[src/rtl/fb_write_arbiter.sv]
// Round-robin framebuffer write arbiter: bounded bursts, 1-cycle registered write port, ready held low while arb_enable is low.
// Optional per-requester beat counters are built only when FB_ARB_PERF_COUNTERS_EN is defined.
module fb_write_arbiter #(
  parameter int NUM_REQ    = 3,
  parameter int ADDR_WIDTH = 15,
  parameter int DATA_WIDTH = 12,
  parameter int MAX_BURST  = 16
) (
  input  logic                             clk,
  input  logic                             rstn,
  input  logic                             arb_enable,
  input  logic [NUM_REQ-1:0]               req_valid,
  output logic [NUM_REQ-1:0]               req_ready,
  input  logic [NUM_REQ-1:0]               req_last,
  input  logic [NUM_REQ*ADDR_WIDTH-1:0]    req_addr,
  input  logic [NUM_REQ*DATA_WIDTH-1:0]    req_data,
  output logic                             write_en,
  output logic [ADDR_WIDTH-1:0]            write_addr,
  output logic [DATA_WIDTH-1:0]            write_data,
  output logic                             grant_valid,
  output logic [$clog2(NUM_REQ)-1:0]       grant_id,
  input  logic                             counter_clear,
  output logic [NUM_REQ*16-1:0]            beat_count
);

  localparam int IDW = $clog2(NUM_REQ);
  localparam int BW  = $clog2(MAX_BURST + 1);

  typedef enum logic {IDLE, GRANT} state_t;

  state_t         state, state_nxt;
  logic [IDW-1:0] last_grant, last_nxt, gid_nxt;
  logic [BW-1:0]  burst_cnt, burst_nxt;
  logic [IDW-1:0] rr_winner;
  logic           rr_found;
  logic           owner_valid, owner_last, accept;
  logic [ADDR_WIDTH-1:0] sel_addr;
  logic [DATA_WIDTH-1:0] sel_data;

  // Search starts one past the previous owner so every requester gets a turn.
  always_comb begin
    int idx;
    idx       = 0;
    rr_winner = '0;
    rr_found  = 1'b0;
    for (int k = 1; k <= NUM_REQ; k++) begin
      idx = (int'(last_grant) + k) % NUM_REQ;
      if (!rr_found && req_valid[idx]) begin
        rr_found  = 1'b1;
        rr_winner = IDW'(idx);
      end
    end
  end

  assign owner_valid = req_valid[grant_id];
  assign owner_last  = req_last[grant_id];
  assign grant_valid = (state == GRANT);
  assign accept      = grant_valid && arb_enable && owner_valid;
  assign sel_addr    = req_addr[grant_id*ADDR_WIDTH +: ADDR_WIDTH];
  assign sel_data    = req_data[grant_id*DATA_WIDTH +: DATA_WIDTH];

  always_comb begin
    req_ready = '0;
    if (state == GRANT) req_ready[grant_id] = arb_enable;
  end

  always_comb begin
    state_nxt = state;
    gid_nxt   = grant_id;
    last_nxt  = last_grant;
    burst_nxt = burst_cnt;
    case (state)
      IDLE: begin
        if (rr_found) begin
          state_nxt = GRANT;
          gid_nxt   = rr_winner;
          last_nxt  = rr_winner;
          burst_nxt = '0;
        end
      end
      GRANT: begin
        // With arb_enable low everything freezes, including the valid-drop release.
        if (arb_enable) begin
          if (!owner_valid) begin
            state_nxt = IDLE;
          end else begin
            burst_nxt = burst_cnt + BW'(1);
            if (owner_last || (burst_cnt == BW'(MAX_BURST - 1))) state_nxt = IDLE;
          end
        end
      end
      default: state_nxt = IDLE;
    endcase
  end

  always_ff @(posedge clk or negedge rstn) begin
    if (!rstn) begin
      state      <= IDLE;
      grant_id   <= '0;
      last_grant <= IDW'(NUM_REQ - 1);
      burst_cnt  <= '0;
    end else begin
      state      <= state_nxt;
      grant_id   <= gid_nxt;
      last_grant <= last_nxt;
      burst_cnt  <= burst_nxt;
    end
  end

  always_ff @(posedge clk or negedge rstn) begin
    if (!rstn) begin
      write_en   <= 1'b0;
      write_addr <= '0;
      write_data <= '0;
    end else begin
      write_en <= accept;
      if (accept) begin
        write_addr <= sel_addr;
        write_data <= sel_data;
      end
    end
  end

`ifdef FB_ARB_PERF_COUNTERS_EN
  logic [15:0] cnt [NUM_REQ];

  always_ff @(posedge clk or negedge rstn) begin
    if (!rstn) begin
      for (int i = 0; i < NUM_REQ; i++) cnt[i] <= '0;
    end else begin
      for (int i = 0; i < NUM_REQ; i++) begin
        if (counter_clear)
          cnt[i] <= '0;
        else if (accept && (grant_id == IDW'(i)) && (cnt[i] != 16'hFFFF))
          cnt[i] <= cnt[i] + 16'd1;
      end
    end
  end

  always_comb begin
    beat_count = '0;
    for (int i = 0; i < NUM_REQ; i++) beat_count[i*16 +: 16] = cnt[i];
  end
`else
  logic unused_counter_clear;
  assign unused_counter_clear = counter_clear;
  assign beat_count = '0;
`endif

endmodule

[config.mk]
export PLATFORM = sky130hd
export DESIGN_NAME = fb_write_arbiter
export DESIGN_NICKNAME = d
export VERILOG_FILES = /design/src/rtl/fb_write_arbiter.sv
export SDC_FILE = /design/constraint.sdc
export NUM_CORES = 1
export LEC_CHECK = 0
export ABC_AREA = 1
export CORE_MARGIN = 1.5
export CORE_UTILIZATION = 34
export DETAILED_ROUTE_END_ITERATION = 10
export PLACE_DENSITY = 0.77
export RECOVER_POWER = 25
export SLEW_MARGIN = 15
export SYNTH_ARGS = -nofsm -noshare
export SYNTH_HDL_FRONTEND = slang
export SYNTH_SLANG_ARGS = --single-unit
[constraint.sdc]
create_clock -name clk -period 1.89 [get_ports clk]
set_input_delay 0.2835 -clock clk [delete_from_list [all_inputs] [get_ports clk]]
set_output_delay 0.2835 -clock clk [all_outputs]
set_load 0.05 [all_outputs]
==> results.sh <==
export IMPL_status="finished clean"
export IMPL_crit_chain="inv_1 -> ha_1 -> inv_2 -> nand3_1 -> nand2_2 -> nand3_4 -> nand2_4 -> inv_2 -> nand2_1 -> nand2_1"
export IMPL_root_buffer="clkbuf_8"
export IMPL_netlist_area_leader_share=0.332
export IMPL_clock_latency_ps=280
export IMPL_die_w_um=92.3
export IMPL_min_path_type="input pin to asynchronous set/reset pin"
export IMPL_synth_seq_cells=37
export IMPL_cts_sinks=37
export IMPL_worst_pin_slew_ps=901
export IMPL_finalHoldViolations=0
export IMPL_slew_violations=0
export IMPL_power_density_nw_per_um2=1470
export IMPL_crit_path_top_delay_cell="dfstp_2"
export IMPL_syn_area_um2=2710
export IMPL_synth_top_area_cell="dfrtp_1"
export IMPL_drv_cap=0
export IMPL_hold_worst_slack_ps=114
export IMPL_ant_nets=0
export IMPL_ys_top_cells_by_area="dfrtp_1 (33%), nand2_1 (24%), buf_4 (14%)"
export IMPL_htree_num_levels=2
export IMPL_fillCellCount=764
export IMPL_irDropWorstVdd_mv=0.598
export IMPL_start_util=0.351
export IMPL_synth_compound_area_frac=0.0198
export IMPL_critPathMaxFanout=7
export IMPL_skew_ps=2.73
export IMPL_grt_max_degree=38
export IMPL_grt_overflow_total=0
export IMPL_synthMuxAreaShare=0
export IMPL_tritoncts_num_buffers=5
export IMPL_core_area_um2=7730
export IMPL_avgViaCountPerCell=4.54
export IMPL_gp_congestion=0.936
export IMPL_worstSetupStartpointType="flip-flop"
export IMPL_leakagePower_nw=2.00
export IMPL_cp_end_kind="flip-flop"
export IMPL_critPathMaxStageDelay_ps=590
export IMPL_ys_warn_count=0
export IMPL_fp_row_count=32
export IMPL_cts_hold_buffers=0
export IMPL_ys_types=28
export IMPL_fin_crit_ps=1790
export IMPL_ios=173
export IMPL_cts_buffer_depth=2
export IMPL_synth_seq_area_share=0.342
export IMPL_syn_avg_cell_area_um2=6.78
export IMPL_fin_nets=621
export IMPL_die_h_um=92.3
export IMPL_port_buffers=123
export IMPL_vias=2845
export IMPL_grt_pass1_wl_um=11700
export IMPL_avgRoutedWirePerCell_um=12.1
export IMPL_diodes=0
export IMPL_synth_top_family_by_area="simple AND/OR/NAND/NOR gates"
export IMPL_cts_tree="yes"
export IMPL_path_clk_slew_ps=70
export IMPL_crit_required_ps=2060
export IMPL_drc_errors=0
export IMPL_fmax_mhz=558
export IMPL_arrival_ps=1970
export IMPL_grt_util_all_layers=0.173
export IMPL_dieArea_um2=8520
export IMPL_drtIter0Drc=103
export IMPL_antenna_found_initial=0
export IMPL_path_buf_inv=3
export IMPL_synthXorXnorAreaFrac=0
export IMPL_dpl_hpwl_um=5530
export IMPL_slew_headroom=0.399
export IMPL_fin_setup_tns_ps=0
export IMPL_synthSimpleGateAreaFrac=0.415
export IMPL_cpLargestDelayFamily="simple AND/OR/NAND/NOR gates"
export IMPL_dr_pass1_iters=4
export IMPL_drive_above_1_share=0.0857
export IMPL_setup_viol=0
export IMPL_timing_final_crit_share=0.948
export IMPL_grt_pass1_vias=2638
export IMPL_area_growth_pct=48.5
export IMPL_synth_cells=400
export IMPL_synthAdderAreaFrac=0.0231
export IMPL_drt_total_wl_um=7580
export IMPL_criticalPathCategory="flip-flop to flip-flop"
## final timing paths
check | from | cells past startpoint | slack, ps | to
setup / recovery | last_grant[1] | 10 | 100 | grant_id[1]
hold / removal | rstn | 1 | 110 | write_addr[8]
setup reg to reg | last_grant[1] | 10 | 100 | grant_id[1]
hold reg to reg | write_addr[1] | 2 | 480 | write_addr[1]
max in group asynchronous | rstn | 1 | 1210 | write_data[11]
min in group clk | write_addr[1] | 2 | 480 | write_addr[1]
## sequential cells by signal (all words and copies together), names as in the netlist
| signal | cells |
|---|---|
| burst_cnt | 5 |
| grant_id | 2 |
| grant_valid | 1 |
| last_grant | 1 |
| write_addr | 15 |
| write_data | 12 |
| write_en | 1 |
## placed cells by master, fill, tap and decap left out
| cell | count |
|---|---|
| a21oi_1 | 3 |
| a31oi_1 | 1 |
| buf_12 | 2 |
| buf_4 | 17 |
| clkbuf_1 | 1 |
| clkbuf_2 | 1 |
| clkbuf_8 | 6 |
| clkdlybuf4s50_1 | 117 |
| conb_1 | 48 |
| dfrtp_1 | 36 |
| dfstp_2 | 1 |
| ha_1 | 3 |
| ha_2 | 1 |
| ha_4 | 1 |
| inv_1 | 12 |
| inv_2 | 4 |
| inv_4 | 1 |
| nand2_1 | 172 |
| nand2_2 | 2 |
| nand2_4 | 2 |
| nand3_1 | 69 |
| nand3_2 | 1 |
| nand3_4 | 1 |
| nand3b_1 | 1 |
| nand4_1 | 3 |
| nor2_1 | 6 |
| nor2_2 | 1 |
| nor2_4 | 1 |
| nor3_1 | 1 |
| nor3_2 | 2 |
| nor3b_1 | 1 |
| o211ai_2 | 1 |
| o21ai_0 | 4 |
| or2_0 | 2 |
## power breakdown
| part | total [mW] | switching (mW) | internal (mW) | leakage, nW |
|---|---|---|---|---|
| clock | 0.548 | 0.258 | 0.289 | 0.0443 |
| sequential | 1.32 | 0.209 | 1.12 | 0.472 |
| combinational | 4.05 | 2.71 | 1.34 | 1.48 |
| total | 5.92 | 3.17 | 2.75 | 2.00 |
## Yosys cell counts
| cell type | instances |
|---|---|
| a21oi_1 | 3 |
| a31oi_1 | 1 |
| buf_1 | 5 |
| buf_2 | 6 |
| buf_4 | 51 |
| buf_6 | 3 |
| clkbuf_1 | 2 |
| clkinv_2 | 1 |
| conb_1 | 1 |
| dfrtp_1 | 36 |
| dfstp_2 | 1 |
| ha_1 | 5 |
| inv_1 | 13 |
| inv_2 | 3 |
| nand2_1 | 173 |
| nand2_2 | 1 |
| nand2_4 | 1 |
| nand3_1 | 70 |
| nand3_2 | 1 |
| nand3b_1 | 1 |
| nand4_1 | 3 |
| nor2_1 | 7 |
| nor2_4 | 1 |
| nor3_1 | 3 |
| nor3b_1 | 1 |
| o211ai_2 | 1 |
| o21ai_0 | 4 |
| or2_0 | 2 |
## layout make-up
| cell class | instances | area [um2] | share of cell area |
|---|---|---|---|
| flip-flops and latches | 37 | 927 | 0.230 |
| inverters | 17 | 66.3 | 0.0165 |
| repair buffers | 137 | 1340 | 0.334 |
| clock buffers | 7 | 86.3 | 0.0214 |
| multi-input cells | 327 | 1480 | 0.367 |
| well taps | 102 | 128 | 0.0317 |
## stage by stage
| step | total power, mW | worst slack [ps] | cell area (um2) | util | instances |
|---|---|---|---|---|---|
| after global placement | 5.16 | 6.76 | 3880 | 0.502 | 616 |
| after floorplan | 4.08 | -263 | 2900 | - | 447 |
| after CTS | 5.83 | 16.6 | 3970 | 0.514 | 623 |
| final | 5.92 | 97.6 | 4030 | 0.521 | 627 |
| after global routing | 6.35 | -56.5 | 4030 | 0.521 | 627 |
| after detailed placement | 5.24 | -37.9 | 3880 | 0.502 | 616 |
## kinds of logic (layout without fill, tap and decap cells)
kind of cell    count (synthesis)  after routing
compound gates                  9              9
buf+inv                        84            161
flops                          37             37
simple gates                  264            265
other cells                     1             48
fa+ha+maj                       5              5
## metal layers
| metal | track usage | vias to the layer above | routed length [um] |
|---|---|---|---|
| met5 | 0 | - | 0 |
| met4 | 0.0551 | 0 | 115 |
| met3 | 0.0575 | 12 | 618 |
| met2 | 0.311 | 127 | 3880 |
| met1 | 0.191 | 1287 | 2970 |
| li1 | - | 1419 | - |
## what timing repair did
item,4_1_cts,5_1_grt
resized for setup,3,6
buffers inserted,0,3
pin swaps,0,1
hold endpoints to repair,0,0
endpoints found under the setup margin,3,36
cloned,0,1
Power figures use the tool's default switching activity.
